### src/rtl/matmul_sp_sequencer_if.sv
// Handshake and datapath bundle between a 4x4 matmul requester, the sequencer and the
// pipelined scalar-product unit.
interface matmul_sp_sequencer_if #(
    parameter int Nbits = 8
);
    logic                  start;
    logic [16*Nbits-1:0]   mat_a;
    logic [16*Nbits-1:0]   mat_b;
    logic                  busy;
    logic                  done;
    logic [32*Nbits-1:0]   mat_c;
    logic [4*Nbits-1:0]    sp_a;
    logic [4*Nbits-1:0]    sp_b;
    logic [2*Nbits-1:0]    sp_out;

    // master: requester plus the scalar-product pipe; slave: the sequencer
    modport master (
        output start, mat_a, mat_b, sp_out,
        input  busy, done, mat_c, sp_a, sp_b
    );

    modport slave (
        input  start, mat_a, mat_b, sp_out,
        output busy, done, mat_c, sp_a, sp_b
    );
endinterface

### src/rtl/matmul_sp_sequencer.sv
// Issues the 16 row/column operand pairs of a 4x4 product to a pipelined scalar-product
// unit and collects the tagged results into C.
module matmul_sp_sequencer #(
    parameter int Nbits = 8,
    parameter int LAT   = 4
) (
    input  logic                    clk,
    input  logic                    reset,
    matmul_sp_sequencer_if.slave    bus
);
    typedef enum logic [1:0] {IDLE, ISSUE, DRAIN, DONE} state_t;

    state_t             state_reg, state_next;
    logic [3:0]         k_reg, k_next;
    logic [Nbits-1:0]   a_reg [16];
    logic [Nbits-1:0]   b_reg [16];
    logic [2*Nbits-1:0] c_reg [16];
    logic [LAT-1:0]     vld_reg;
    logic [3:0]         tag_reg [LAT];
    logic               issue;
    logic               accept;

    assign issue  = (state_reg == ISSUE);
    assign accept = (state_reg == IDLE) && bus.start;

    always_ff @(posedge clk or posedge reset) begin
        if (reset) begin
            state_reg <= IDLE;
            k_reg     <= '0;
        end else begin
            state_reg <= state_next;
            k_reg     <= k_next;
        end
    end

    always_comb begin
        state_next = state_reg;
        k_next     = k_reg;
        case (state_reg)
            IDLE: begin
                if (bus.start) begin
                    state_next = ISSUE;
                    k_next     = 4'd0;
                end
            end
            ISSUE: begin
                k_next = k_reg + 4'd1;
                if (k_reg == 4'd15) state_next = DRAIN;
            end
            DRAIN: begin
                // the final issue carries tag 15; once it reaches the capture stage we are done
                if (vld_reg[LAT-1] && tag_reg[LAT-1] == 4'd15) state_next = DONE;
            end
            DONE:    state_next = IDLE;
            default: state_next = IDLE;
        endcase
    end

    assign bus.busy = (state_reg != IDLE);
    assign bus.done = (state_reg == DONE);

    // Operand copies are only loaded on acceptance, so they need no reset
    always_ff @(posedge clk) begin
        if (accept) begin
            for (int n = 0; n < 16; n++) begin
                a_reg[n] <= bus.mat_a[n*Nbits +: Nbits];
                b_reg[n] <= bus.mat_b[n*Nbits +: Nbits];
            end
        end
    end

    // Tag/valid pipeline mirrors the scalar-product pipe latency
    always_ff @(posedge clk or posedge reset) begin
        if (reset) begin
            vld_reg <= '0;
            for (int s = 0; s < LAT; s++) tag_reg[s] <= '0;
        end else begin
            vld_reg[0] <= issue;
            tag_reg[0] <= k_reg;
            for (int s = 1; s < LAT; s++) begin
                vld_reg[s] <= vld_reg[s-1];
                tag_reg[s] <= tag_reg[s-1];
            end
        end
    end

    always_ff @(posedge clk or posedge reset) begin
        if (reset) begin
            for (int n = 0; n < 16; n++) c_reg[n] <= '0;
        end else if (vld_reg[LAT-1]) begin
            c_reg[tag_reg[LAT-1]] <= bus.sp_out;
        end
    end

    genvar gi;
    generate
        for (gi = 0; gi < 4; gi++) begin : g_lane
            localparam logic [1:0] LANE = 2'(gi);
            // lane l carries A[i][l] and B[l][j] with i = k[3:2], j = k[1:0]
            assign bus.sp_a[gi*Nbits +: Nbits] = issue ? a_reg[{k_reg[3:2], LANE}] : '0;
            assign bus.sp_b[gi*Nbits +: Nbits] = issue ? b_reg[{LANE, k_reg[1:0]}] : '0;
        end
        for (gi = 0; gi < 16; gi++) begin : g_c
            assign bus.mat_c[gi*2*Nbits +: 2*Nbits] = c_reg[gi];
        end
    endgenerate
endmodule
### src/flat_wrapper.sv
// flat-port wrapper written by rule: the top's interface ports become plain ports
module matmul_sp_sequencer_flat 
#(
    parameter int Nbits = 8,
    parameter int LAT   = 4
)
  (clk, reset, bus_start, bus_mat_a, bus_mat_b, bus_sp_out, bus_busy, bus_done, bus_mat_c, bus_sp_a, bus_sp_b);
  matmul_sp_sequencer_if #(.Nbits(Nbits)) bus_i ();
  input  logic clk;
  input  logic reset;
  input wire logic [$bits(bus_i.start)-1:0] bus_start;
  input wire logic [$bits(bus_i.mat_a)-1:0] bus_mat_a;
  input wire logic [$bits(bus_i.mat_b)-1:0] bus_mat_b;
  input wire logic [$bits(bus_i.sp_out)-1:0] bus_sp_out;
  output wire logic [$bits(bus_i.busy)-1:0] bus_busy;
  output wire logic [$bits(bus_i.done)-1:0] bus_done;
  output wire logic [$bits(bus_i.mat_c)-1:0] bus_mat_c;
  output wire logic [$bits(bus_i.sp_a)-1:0] bus_sp_a;
  output wire logic [$bits(bus_i.sp_b)-1:0] bus_sp_b;
  assign bus_i.start = bus_start;
  assign bus_i.mat_a = bus_mat_a;
  assign bus_i.mat_b = bus_mat_b;
  assign bus_i.sp_out = bus_sp_out;
  assign bus_busy = bus_i.busy;
  assign bus_done = bus_i.done;
  assign bus_mat_c = bus_i.mat_c;
  assign bus_sp_a = bus_i.sp_a;
  assign bus_sp_b = bus_i.sp_b;
  matmul_sp_sequencer #(.Nbits(Nbits), .LAT(LAT)) u_core (.clk(clk), .reset(reset), .bus(bus_i));
endmodule
### config.mk
export PLATFORM = sky130hd
export DESIGN_NAME = matmul_sp_sequencer_flat
export DESIGN_NICKNAME = d
export VERILOG_FILES = /design/src/rtl/matmul_sp_sequencer_if.sv /design/src/rtl/matmul_sp_sequencer.sv /design/src/flat_wrapper.sv
export SDC_FILE = /design/constraint.sdc
export NUM_CORES = 1
export LEC_CHECK = 0
export CAP_MARGIN = 5
export CORE_ASPECT_RATIO = 0.6
export CORE_MARGIN = 5
export CORE_UTILIZATION = 47
export DETAILED_ROUTE_END_ITERATION = 16
export GPL_TIMING_DRIVEN = 1
export PLACE_DENSITY_LB_ADDON = 0.08
export SLEW_MARGIN = 20
export SYNTH_ARGS = -nofsm -noshare
export SYNTH_HDL_FRONTEND = slang
export SYNTH_SLANG_ARGS = --single-unit
### constraint.sdc
create_clock -name clk -period 11.41 [get_ports clk]
set_input_delay 2.282 -clock clk [delete_from_list [all_inputs] [get_ports clk]]
set_output_delay 2.282 -clock clk [all_outputs]
set_load 0.005 [all_outputs]
Yosys cells after proc, flatten, opt, wreduce, memory -nomap -nowiden
Memory sizes are Yosys's and may differ from the RTL's. Index checks and enable logic that the tools add are counted.

Add/sub/neg operators: 1. $mul: 0. Div/mod/pow operators: 0. $lt $le $gt $ge: 2. Equal/unequal tests: 8. Shift-type cells: 0. Multiplexer cells: 19. Bitwise logic cells: 1. Reduce and logical (&&, ||, !) cells: 8.

Operators with widths (number): $bwmux 256 (1); $demux 16 s4 (1); $mux 8 (8); $mux 16 (1); $eq 4x4->1 const B (2); $pmux 2 s4 (1); $pmux 4 s2 (1); $mux 2 (3); $ge 5x5->1 const B (1); $lt 5x1->1 const B (1); $not 4->5 (1); $add 4x1->4 const B (1); $eq 2x2->1 const B (2); $mux 4 (1); $ne 2x2->1 const B (2); $reduce_bool 2->1 (2); $logic_and 1x1->1 (3); $reduce_and 3->1 (1); $eq 2x1->1 const B (1); $logic_not 2->1 (1); $mux 1 (2); $ne 2x1->1 const B (1); $reduce_and 2->1 (1).

Register bits after elaboration: 282. Latch bits: 0. RAM bits: 256. Memory bits (read-only): 0. Bits of input ports: 275. Output and inout bits: 322. Logic and storage cells: 64. Memories: 2.

Memory list: u_core.a_reg (depth 16, bits a word 8, rd ports 4, clocked after memory_dff 0, wr ports 16, RTL line matmul_sp_sequencer.sv:15) `logic [Nbits-1:0] a_reg [16];`; u_core.b_reg (depth 16, bits a word 8, rd ports 4, clocked after memory_dff 0, wr ports 16, RTL line matmul_sp_sequencer.sv:16) `logic [Nbits-1:0] b_reg [16];`.

Longest topological paths before layout
Gate-level depths: netlist of the first run.

Word-level depth: 6. Mapped depth: 6. Gate-level depth less buffers: 6.

Worst setup path after synthesis of the first run
OpenSTA, ideal clock, no wires.

Path type: in2reg. From: input bus_start. To: memory u_core.a_reg[0][0] (enable). Library setup time: 648 ps. Arrival time: 8031 ps. Required time: 10762 ps. Setup slack: 2731 ps. Stages on the path: 1. Buffers on the path: 0. Path through: and2_1.

RTL lines: start: declaration (RTL line flat_wrapper.sv:11) `input wire logic [$bits(bus_i.start)-1:0] bus_start;`; end: declaration (RTL line matmul_sp_sequencer.sv:15).

Worst setup path in the final report of the first run
From: register u_core.k_reg[0]. To: output bus_sp_b[22].

Longest elaborated chain between the ends: 2.

Ends and longest elaborated chain: start: declaration (RTL line matmul_sp_sequencer.sv:14) `logic [3:0] k_reg, k_next;`; start signal: assignment (RTL line matmul_sp_sequencer.sv:32) `k_reg <= k_next;`; $mem_v2 16x8; $mux 8 (RTL line matmul_sp_sequencer.sv:101) `assign bus.sp_b[gi*Nbits +: Nbits] = issue ? b_reg[{LANE, k_reg[1:0]}] : '0;`; end: declaration (RTL line flat_wrapper.sv:19) `output wire logic [$bits(bus_i.sp_b)-1:0] bus_sp_b;`.

No other way between the ends.

==> results of run 1 <==
layout make-up:
cell class | count | share of cell area [%]
tap | 570 | 2.51
clock buffer | 70 | 4.96
clock inverter | 24 | 1.10
multi-input combinational | 432 | 18.0
antenna | 10 | 0.0882
inverter | 7 | 0.119
timing repair buffer | 604 | 21.3
sequential | 538 | 52.0
metrics by stage:
step	utilization [%]	total power [mW]	cell area (um^2)
detailed placement	63.3	4.31	26600
CTS	67.4	6.07	28300
global route	67.5	6.28	28400
floorplan	-	3.42	20100
global placement	63.3	4.27	26600
finish	67.5	6.00	28400
metal layers:
layer  vias up  track usage [%]  wire [um]
li1       5095                -          -
met5         -                0          7
met4         2             7.99       1790
met2       359             38.6      28300
met1      6153             30.1      22800
met3        98             5.75       3330
worst max-delay path: stages, from the launching register on:
cell and delay (ns):
dfrtp_2 0.80, buf_4 0.48, mux4_2 0.55, and2_1 0.18, clkdlybuf4s50_1 0.48
where the power goes:
group          switching, mW  internal, mW
clock network          0.727          1.02
registers              0.201          2.49
logic                  0.604         0.960
total                   1.53          4.47
cell usage in the layout (no fill, tap or decap), types with 2 or more instances in the layout:
| cell | synthesis | routed |
|---|---|---|
| a22o_1 | 2 | 2 |
| and2_1 | 65 | 64 |
| buf_4 | 0 | 7 |
| bufinv_16 | 0 | 7 |
| clkbuf_1 | 31 | 14 |
| clkbuf_16 | 0 | 52 |
| clkbuf_8 | 0 | 4 |
| clkdlybuf4s50_1 | 0 | 596 |
| clkinv_1 | 0 | 7 |
| clkinv_2 | 0 | 7 |
| clkinv_8 | 0 | 2 |
| dfrtp_1 | 282 | 278 |
| dfrtp_2 | 0 | 4 |
| diode_2 | 0 | 10 |
| edfxtp_1 | 256 | 256 |
| ha_1 | 5 | 4 |
| inv_1 | 7 | 6 |
| mux2_1 | 30 | 30 |
| mux2_2 | 227 | 227 |
| mux4_2 | 64 | 64 |
| nand2_1 | 5 | 5 |
| nand2b_1 | 5 | 5 |
| nand3_1 | 4 | 4 |
| nand3b_1 | 2 | 2 |
| nor2_2 | 1 | 4 |
| nor2_4 | 0 | 5 |
| o21ai_0 | 4 | 4 |
| or3_1 | 3 | 3 |
cell families after synthesis:
kind of cell	after synthesis	synth area share (%)
AO/OA/AOI/OAI	9	0.318
adder cells (fa/ha/maj)	5	0.312
buffers and inverters	68	1.46
flip-flops	538	73.4
multiplexers	321	21.6
AND/OR/NAND/NOR	97	2.87
cells in the mapped netlist (5+ instances only):
master,number
edfxtp_1,256
ha_1,5
mux2_1,30
nor2_1,9
nand2b_1,5
dfrtp_1,282
mux2_2,227
mux4_2,64
and2_1,65
clkbuf_1,31
nand2_1,5
inv_1,7
buf_2,30
how the worst max path moves through the flow:
stage | from | to | slack [ns]
after global routing | u_core.k_reg[0] | bus_sp_b[22] | 5.84
after detailed placement | bus_start | u_core.b_reg[6][2] | 5.88
after CTS | u_core.k_reg[0] | bus_sp_b[22] | 5.93
final | u_core.k_reg[0] | bus_sp_b[22] | 6.07
after global placement | bus_start | u_core.b_reg[5][2] | 5.95
after floorplan | reset | u_core.bus.mat_c[0] | 1.35
==> metrics.md, run 1 <==
| Metric | Value |
|---|---|
| Outcome | `finished, final reports clean` |
| CTS Buf Count | `around 50` |
| Multi-input gate area | `about 5000 um^2` |
| Fmax | `about 0.19 GHz` |
| FF-to-FF setup slack | `~8 ns` |
| Yosys cell types | `25` |
| Final Hold Fails | `0` |
| Setup bufs post-CTS | `0` |
| Clock sinks | `~540` |
| Largest cells by area after synthesis | `edfxtp_1 (38%), dfrtp_1 (35%), mux2_2 (13%), mux4_2 (7.2%), and2_1 (2.0%)` |
| CTS Buffer Depth | `3` |
| Vias per cell | `between 5 and 6` |
| Worst hold margin | `0.346 ns` |
| Synth Area per Inst | `a little under 20 um^2` |
| Starting Density | `about 48%` |
| CP Class | `flip-flop to primary output` |
| I/O Pins | `597` |
| Pleak | `between 10 and 15 nW` |
| Yosys warns | `0` |
| Wire length per cell | `24.9 um` |
| Mapped Area | `around 20000 um^2` |
| Die Height | `around 170 um` |
| VDD IR max | `0.196 mV` |
| CP Max Fanout | `21` |
| Synthesis-to-layout area growth | `41.4%` |
| Residual DRC | `0` |
| DR vias | `between 10000 and 15000` |
| Cell taking the most area after synthesis | `edfxtp_1` |
| Pin count of the biggest net entering global routing | `around 150` |
| Worst r2r path cells | `5` |
| Core Area | `42000 um^2` |
| # rows | `between 50 and 60` |
| Syn_nets | `1318` |
| Critical path endpoint category | `primary output` |
| Endpoints failing setup | `0` |
| First-pass GRT wire length | `81500 um` |
| Post-route ant nets | `0` |
| Routability congestion estimate | `0.810` |
| Setup TNS | `0 ns` |
| CTS resizes | `0` |
| # hold bufs at CTS | `0` |
| FFs w/ async S/R, synth | `between 50% and 60%` |
| Setup slack after layout | `6.07 ns` |
| WHS Endpoint | `u_core.tag_reg[4]` |
| PortBufs | `roughly 600` |
| Clk_lat worst skew | `0.57 ns` |
| Min-delay worst type | `flip-flop to flip-flop` |
| Max cap viols | `0` |
| DRT Wirelength | `around 56000 um` |
| Vias in the first global route | `between 10000 and 15000` |
| Share of layout cells above drive strength 1 | `between 20% and 30%` |
| Unrepaired setup endpoints after global routing | `no` |
| Worst slew pin tran | `approximately 1.2 ns` |
| Largest register FFs | `256` |
| Fin. max-slew vios | `0` |
| Die Wd | `277 um` |
| Post-synth EDFFs | `~260` |
| Clock Pin Slew Worst Setup and Hold Paths | `around 0.060 ns` |
| Fin cells | `about 2300` |
| Worst r2r dst | `u_core.b_reg[0][5]` |
| Congestion Overflow GR | `0` |
| Antenna violations before repair | `10` |
| Final min period | `~5.3 ns` |
| Worst slew margin | `19.2%` |
| Power Density | `212 nW/um^2` |
| Required time worst endpoint | `slightly above 9 ns` |
| Placed insts | `~2200` |
| Initial DRC count | `a little under 800` |
| Synthesized flop and latch total | `around 540` |
| R2r startpoint | `u_core.state_reg[0]` |
| Dpl ws | `approximately 5.9 ns` |
| Ys flop type | `dfrtp_1` |
| Share of Yosys cell area claimed by the top area cell type | `38.3%` |
| CP arrival | `about 3.1 ns` |
| Root buffer selected by CTS | `clkbuf_16` |
| Total track usage | `23.1%` |
| Final period util | `about 47%` |
| CP Launch Type | `flip-flop` |
| Min-delay src | `u_core.tag_reg[8]` |
| CTS tree | `done` |
| Nets | `between 1500 and 2000` |
| Post-DP HPWL | `slightly above 40000 um` |
| 1st-pass router iterations | `5` |
| CTS H-tree lvls | `2` |
| Register area share after synthesis | `between 70% and 80%` |
| Worst Skew | `approximately 0.018 ns` |
| Filler instances | `roughly 2900` |
| Worst hold stages | `0` |
| Seq. cell area | `between 10000 and 15000 um^2` |
| Synthesized instance count | `approximately 1000` |
| Die area | `47100 um^2` |
No activity file was read; power rests on OpenSTA's default activity.
==> inputs of run 2 (changes only) <==
==> constraint.sdc (replaced) <==
create_clock -name clk -period 5.1 [get_ports clk]
set_input_delay 1.02 -clock clk [delete_from_list [all_inputs] [get_ports clk]]
set_output_delay 1.02 -clock clk [all_outputs]
set_load 0.005 [all_outputs]
==> metrics.md, run 2 (synthesis gave the netlist of run 1 again) <==
| Metric | Value |
|---|---|
| Pin count of the biggest net entering global routing | `between 100 and 150` |
| Nets | `1920` |
| Vias per cell | `a little over 5` |
| Required time worst endpoint | `4.08 ns` |
| VDD IR max | `0.287 mV` |
| Clock Pin Slew Worst Setup and Hold Paths | `roughly 0.060 ns` |
| CP Class | `flip-flop to primary output` |
| Largest register FFs | `256` |
| # hold bufs at CTS | `0` |
| Residual DRC | `0` |
| Pleak | `about 11 nW` |
| Setup TNS | `0 ns` |
| Setup slack after layout | `between 1 and 1.5 ns` |
| Starting Density | `roughly 48%` |
| CTS resizes | `0` |
| Final min period | `4.09 ns` |
| Post-DP HPWL | `42800 um` |
| Worst slew pin tran | `between 1 and 1.5 ns` |
| Worst slew margin | `23.5%` |
| Cell Int Power | `slightly below 10 mW` |
| Clk_lat worst skew | `between 0.5 and 0.6 ns` |
| Total track usage | `roughly a quarter` |
| # rows | `58` |
| Core Area | `between 40000 and 50000 um^2` |
| Critical path endpoint category | `primary output` |
| CP Launch Type | `flip-flop` |
| Clock sinks | `roughly 540` |
| PortBufs | `approximately 600` |
| Setup bufs post-CTS | `0` |
| Max cap viols | `0` |
| Endpoints failing setup | `0` |
| Post-route ant nets | `0` |
| Most common cell after layout, fill and taps aside | `clkdlybuf4s50_1` |
| Vias in the first global route | `around 12000` |
| Die Wd | `277 um` |
| 1st-pass router iterations | `5` |
| CP Max Fanout | `24` |
| Synthesis-to-layout area growth | `41.5%` |
| Die area | `between 40000 and 50000 um^2` |
| Final period util | `80.2%` |
| CTS Buffer Depth | `3` |
| Sequential Power Share | `between 40 and 50%` |
| Most frequent cells in the layout | `clkdlybuf4s50_1 (596), dfrtp_1 (278), edfxtp_1 (256)` |
| CTS Buf Count | `49` |
| Die Height | `roughly 170 um` |
| Share of layout cells above drive strength 1 | `23.5%` |
| Fin. max-slew vios | `0` |
| Comb pwr share | `a little over a quarter` |
| Root buffer selected by CTS | `clkbuf_16` |
| Min-delay worst type | `flip-flop to flip-flop` |
| Outcome | `finished, final reports clean` |
| Final Hold Fails | `0` |
| Switching power | `approximately 3.4 mW` |
| Wire length per cell | `26.0 um` |
| First-pass GRT wire length | `between 80000 and 90000 um` |
| Clk pwr share | `28.3%` |
| Fmax | `0.245 GHz` |
| Routability congestion estimate | `around 0.85` |
| Initial DRC count | `721` |
| CP arrival | `a little over 3 ns` |
| Dpl ws | `approximately 1.5 ns` |
| Antenna violations before repair | `12` |
| CTS tree | `done` |
| Worst hold margin | `0.349 ns` |
| Worst Skew | `a little over 0.009 ns` |
| DRT Wirelength | `~59000 um` |
| Power Density | `approximately 470 nW/um^2` |
| Net Sw Frac | `25.6%` |
| DR vias | `roughly 12000` |
| I/O Pins | `approximately 600` |
| Unrepaired setup endpoints after global routing | `no` |
| Congestion Overflow GR | `0` |
| CTS H-tree lvls | `2` |
==> run 2: changes by cell type in the layout (fill, tap and decap cells not counted), sizes merged <==
| cell | change |
|---|---|
| diode | -1 |
| clkinv | -7 |
| clkinvlp | +2 |
| bufinv | -1 |
| clkbuf | +2 |
| buf | +8 |
| inv | -1 |
==> run 2: metrics by stage <==
stage               instance area, um^2  power [mW]  util (%)  cells
global placement                  26700        9.59      63.5   2158
CTS                               28300        13.5      67.5   2247
floorplan                         20100        7.59         -   1038
finish                            28400        13.4      67.6   2257
detailed placement                26700        9.69      63.6   2158
global route                      28400        14.0      67.6   2257
==> run 2: critical path: stages (launching register included) <==
cell and delay (ns):
dfrtp_2 0.86, buf_4 0.44, mux4_2 0.56, and2_1 0.17
clkdlybuf4s50_1 0.47
==> run 2: layout make-up <==
type / instances / area (um^2)
antenna: 9 / 22.5
clock buffer: 72 / 1400
clock inverter: 17 / 238
fill: 2856 / 13600
inverter: 7 / 30.0
multi-input combinational: 432 / 5090
sequential: 538 / 14700
tap: 570 / 713
timing repair buffer: 612 / 6160
==> run 2: metal layers <==
layer	GRT usage, %	share of wire [%]
met1	32.0	41
met2	40.4	51
met3	5.88	5.9
met5	0	0.058
met4	7.04	2.5
==> run 2: worst paths after layout <==
kind                                          start                    end  slack [ns]  cells past startpoint
worst max-delay path                u_core.k_reg[0]           bus_sp_b[14]        1.01                      4
worst min-delay path              u_core.tag_reg[9]      u_core.tag_reg[5]        0.35                      0
worst max register to register  u_core.state_reg[0]    u_core.b_reg[15][1]        2.64                      4
worst min register to register    u_core.tag_reg[9]      u_core.tag_reg[5]        0.35                      0
max in group asynchronous                     reset  u_core.bus.mat_c[206]        3.18                      4
min in group asynchronous                     reset  u_core.bus.mat_c[198]        0.80                      2
==> run 2: power groups by stage <==
| stage | registers (mW) | clock network [mW] | logic (mW) |
|---|---|---|---|
| after floorplan | 6.03 | 0 | 1.57 |
| after global placement | 6.08 | 0 | 3.51 |
| after CTS | 6.05 | 3.86 | 3.58 |
| final | 6.04 | 3.79 | 3.52 |
| after detailed placement | 6.13 | 0 | 3.57 |
| after global routing | 6.15 | 4.07 | 3.75 |
==> inputs of run 3 (changes only) <==
--- a/config.mk
+++ b/config.mk
@@ -8,7 +8,7 @@
 export CAP_MARGIN = 5
 export CORE_ASPECT_RATIO = 0.6
 export CORE_MARGIN = 5
-export CORE_UTILIZATION = 47
+export CORE_UTILIZATION = 43
 export DETAILED_ROUTE_END_ITERATION = 16
 export GPL_TIMING_DRIVEN = 1
 export PLACE_DENSITY_LB_ADDON = 0.08
==> constraint.sdc (replaced) <==
create_clock -name clk -period 3.7 [get_ports clk]
set_input_delay 0.74 -clock clk [delete_from_list [all_inputs] [get_ports clk]]
set_output_delay 0.74 -clock clk [all_outputs]
set_load 0.005 [all_outputs]
==> metrics.md, run 3 (synthesis gave the netlist of run 1 again) <==
| Metric | Value |
|---|---|
| Outcome | `finished, final reports clean` |
| Fin cells | `roughly 2300` |
| Final Hold Fails | `0` |
| Largest register FFs | `about 260` |
| Worst hold stages | `0` |
| Vias per cell | `approximately 5.0` |
| PortBufs | `between 500 and 600` |
| Most common cell after layout, fill and taps aside | `clkdlybuf4s50_1` |
| Post-route ant nets | `0` |
| Die Wd | `289 um` |
| Pin count of the biggest net entering global routing | `just over 60` |
| WHS Endpoint | `u_core.vld_reg[2]` |
| Unrepaired setup endpoints after global routing | `no` |
| Worst r2r dst | `u_core.bus.mat_c[22]` |
| Worst r2r path cells | `3` |
| Total track usage | `a little over a fifth` |
| Required time worst endpoint | `a little under 3 ns` |
| CTS H-tree lvls | `2` |
| Worst slew pin tran | `between 1 and 1.5 ns` |
| Antenna violations before repair | `5` |
| Worst slew margin | `a little under a quarter` |
| Min-delay src | `u_core.vld_reg[1]` |
| Initial DRC count | `between 400 and 500` |
| Die Height | `approximately 180 um` |
| Congestion Overflow GR | `0` |
| Placed insts | `2235` |
| Wire length per cell | `24.7 um` |
| Residual DRC | `0` |
| CTS Buffer Depth | `3` |
| Filler instances | `~3500` |
| Core Area | `about 46000 um^2` |
| Fin. max-slew vios | `0` |
| Die area | `about 50000 um^2` |
| VDD IR max | `roughly 0.36 mV` |
| CP Class | `flip-flop to primary output` |
| Clock sinks | `538` |
| Clock Pin Slew Worst Setup and Hold Paths | `0.06 ns` |
| Dpl cell area | `approximately 27000 um^2` |
| Synthesis-to-layout area growth | `42.7%` |
| Vias in the first global route | `around 13000` |
| First-pass GRT wire length | `83300 um` |
| Multi-input gate area | `5080 um^2` |
| DRT Wirelength | `~58000 um` |
| Post-layout util | `between 60% and 70%` |
| DR vias | `between 10000 and 15000` |
| Seq. cell area | `between 10000 and 15000 um^2` |
| Critical path endpoint category | `primary output` |
| R2r startpoint | `u_core.tag_reg[1]` |
| Share of layout cells above drive strength 1 | `24.3%` |
| Fin area | `28600 um^2` |
| Setup slack after layout | `about 0.32 ns` |
| CTS resizes | `0` |
| Routability congestion estimate | `0.827` |
| # hold bufs at CTS | `0` |
| Setup bufs post-CTS | `0` |
| CP Max Fanout | `28` |
| Root buffer selected by CTS | `clkbuf_16` |
| CTS Buf Count | `between 50 and 60` |
| Final min period | `~3.4 ns` |
| CP Launch Type | `flip-flop` |
| Final period util | `roughly 90%` |
| CTS tree | `done` |
| # rows | `61` |
| Worst Skew | `about 0.012 ns` |
| Pleak | `~11 nW` |
| Worst hold margin | `0.346 ns` |
| I/O Pins | `~600` |
| CP arrival | `2.64 ns` |
| Power Density | `around 640 nW/um^2` |
| Slowest cell on the critical path | `dfrtp_2` |
| Max cap viols | `0` |
| Most frequent cells in the layout | `clkdlybuf4s50_1 (596), dfrtp_1 (278), edfxtp_1 (256)` |
| Post-DP HPWL | `between 40000 and 50000 um` |
| Starting Density | `43.4%` |
| Worst-path cell chain | `buf_4, mux4_2, and2_1, clkdlybuf4s50_1` |
| Endpoints failing setup | `0` |
| Fmax | `~0.30 GHz` |
| Clk_lat worst skew | `~0.57 ns` |
| Largest stage delay, worst path | `~0.87 ns` |
| FF-to-FF setup slack | `~1.5 ns` |
| 1st-pass router iterations | `4` |
| Dpl ws | `~0.9 ns` |
| Min-delay worst type | `flip-flop to flip-flop` |
| Nets | `between 1500 and 2000` |
-- run 3: power breakdown --
part	total, mW	internal, mW	switching, mW	leakage (nW)
Combinational	5.05	3.11	1.93	4.15
Clock	5.03	2.83	2.20	0.780
Sequential	8.24	7.66	0.581	5.68
Total	18.3	13.6	4.71	10.6
-- run 3: area by class of cell --
class | count | area share (%)
timing repair buffer | 628 | 22.4
tap | 630 | 2.75
inverter | 7 | 0.105
sequential | 538 | 51.5
multi-input combinational | 432 | 17.7
clock inverter | 14 | 0.223
antenna | 3 | 0.0262
clock buffer | 76 | 5.32
-- run 3: worst max path at each step --
stage,from,endpoint
floorplan,reset,u_core.bus.mat_c[0]
global placement,u_core.k_reg[1],bus_sp_b[0]
detailed placement,u_core.k_reg[1],bus_sp_b[2]
CTS,u_core.k_reg[1],bus_sp_b[2]
global route,u_core.k_reg[1],bus_sp_b[0]
finish,u_core.k_reg[1],bus_sp_b[2]
-- run 3: stage by stage --
stage | total power [mW] | setup TNS (ns)
after floorplan | 10.4 | -218.63
after global placement | 13.4 | 0
after detailed placement | 13.5 | 0
after CTS | 18.6 | 0
after global routing | 19.2 | 0
final | 18.3 | 0
-- run 3: routing by layer --
layer / share of wire (%) / up-vias / track usage (%)
li1: - / 5132 / -
met4: 3.1 / 4 / 6.49
met3: 6.5 / 92 / 5.74
met5: 0.047 / - / 0
met2: 50 / 347 / 36.5
met1: 40 / 6113 / 28.6
-- run 3: critical path: cells and delay by family (launching register included) --
kind                   cells  cell delay, ns
buffers and inverters      2            0.73
AND/OR/NAND/NOR            1            0.17
multiplexers               1            0.30
flip-flops                 1            0.87
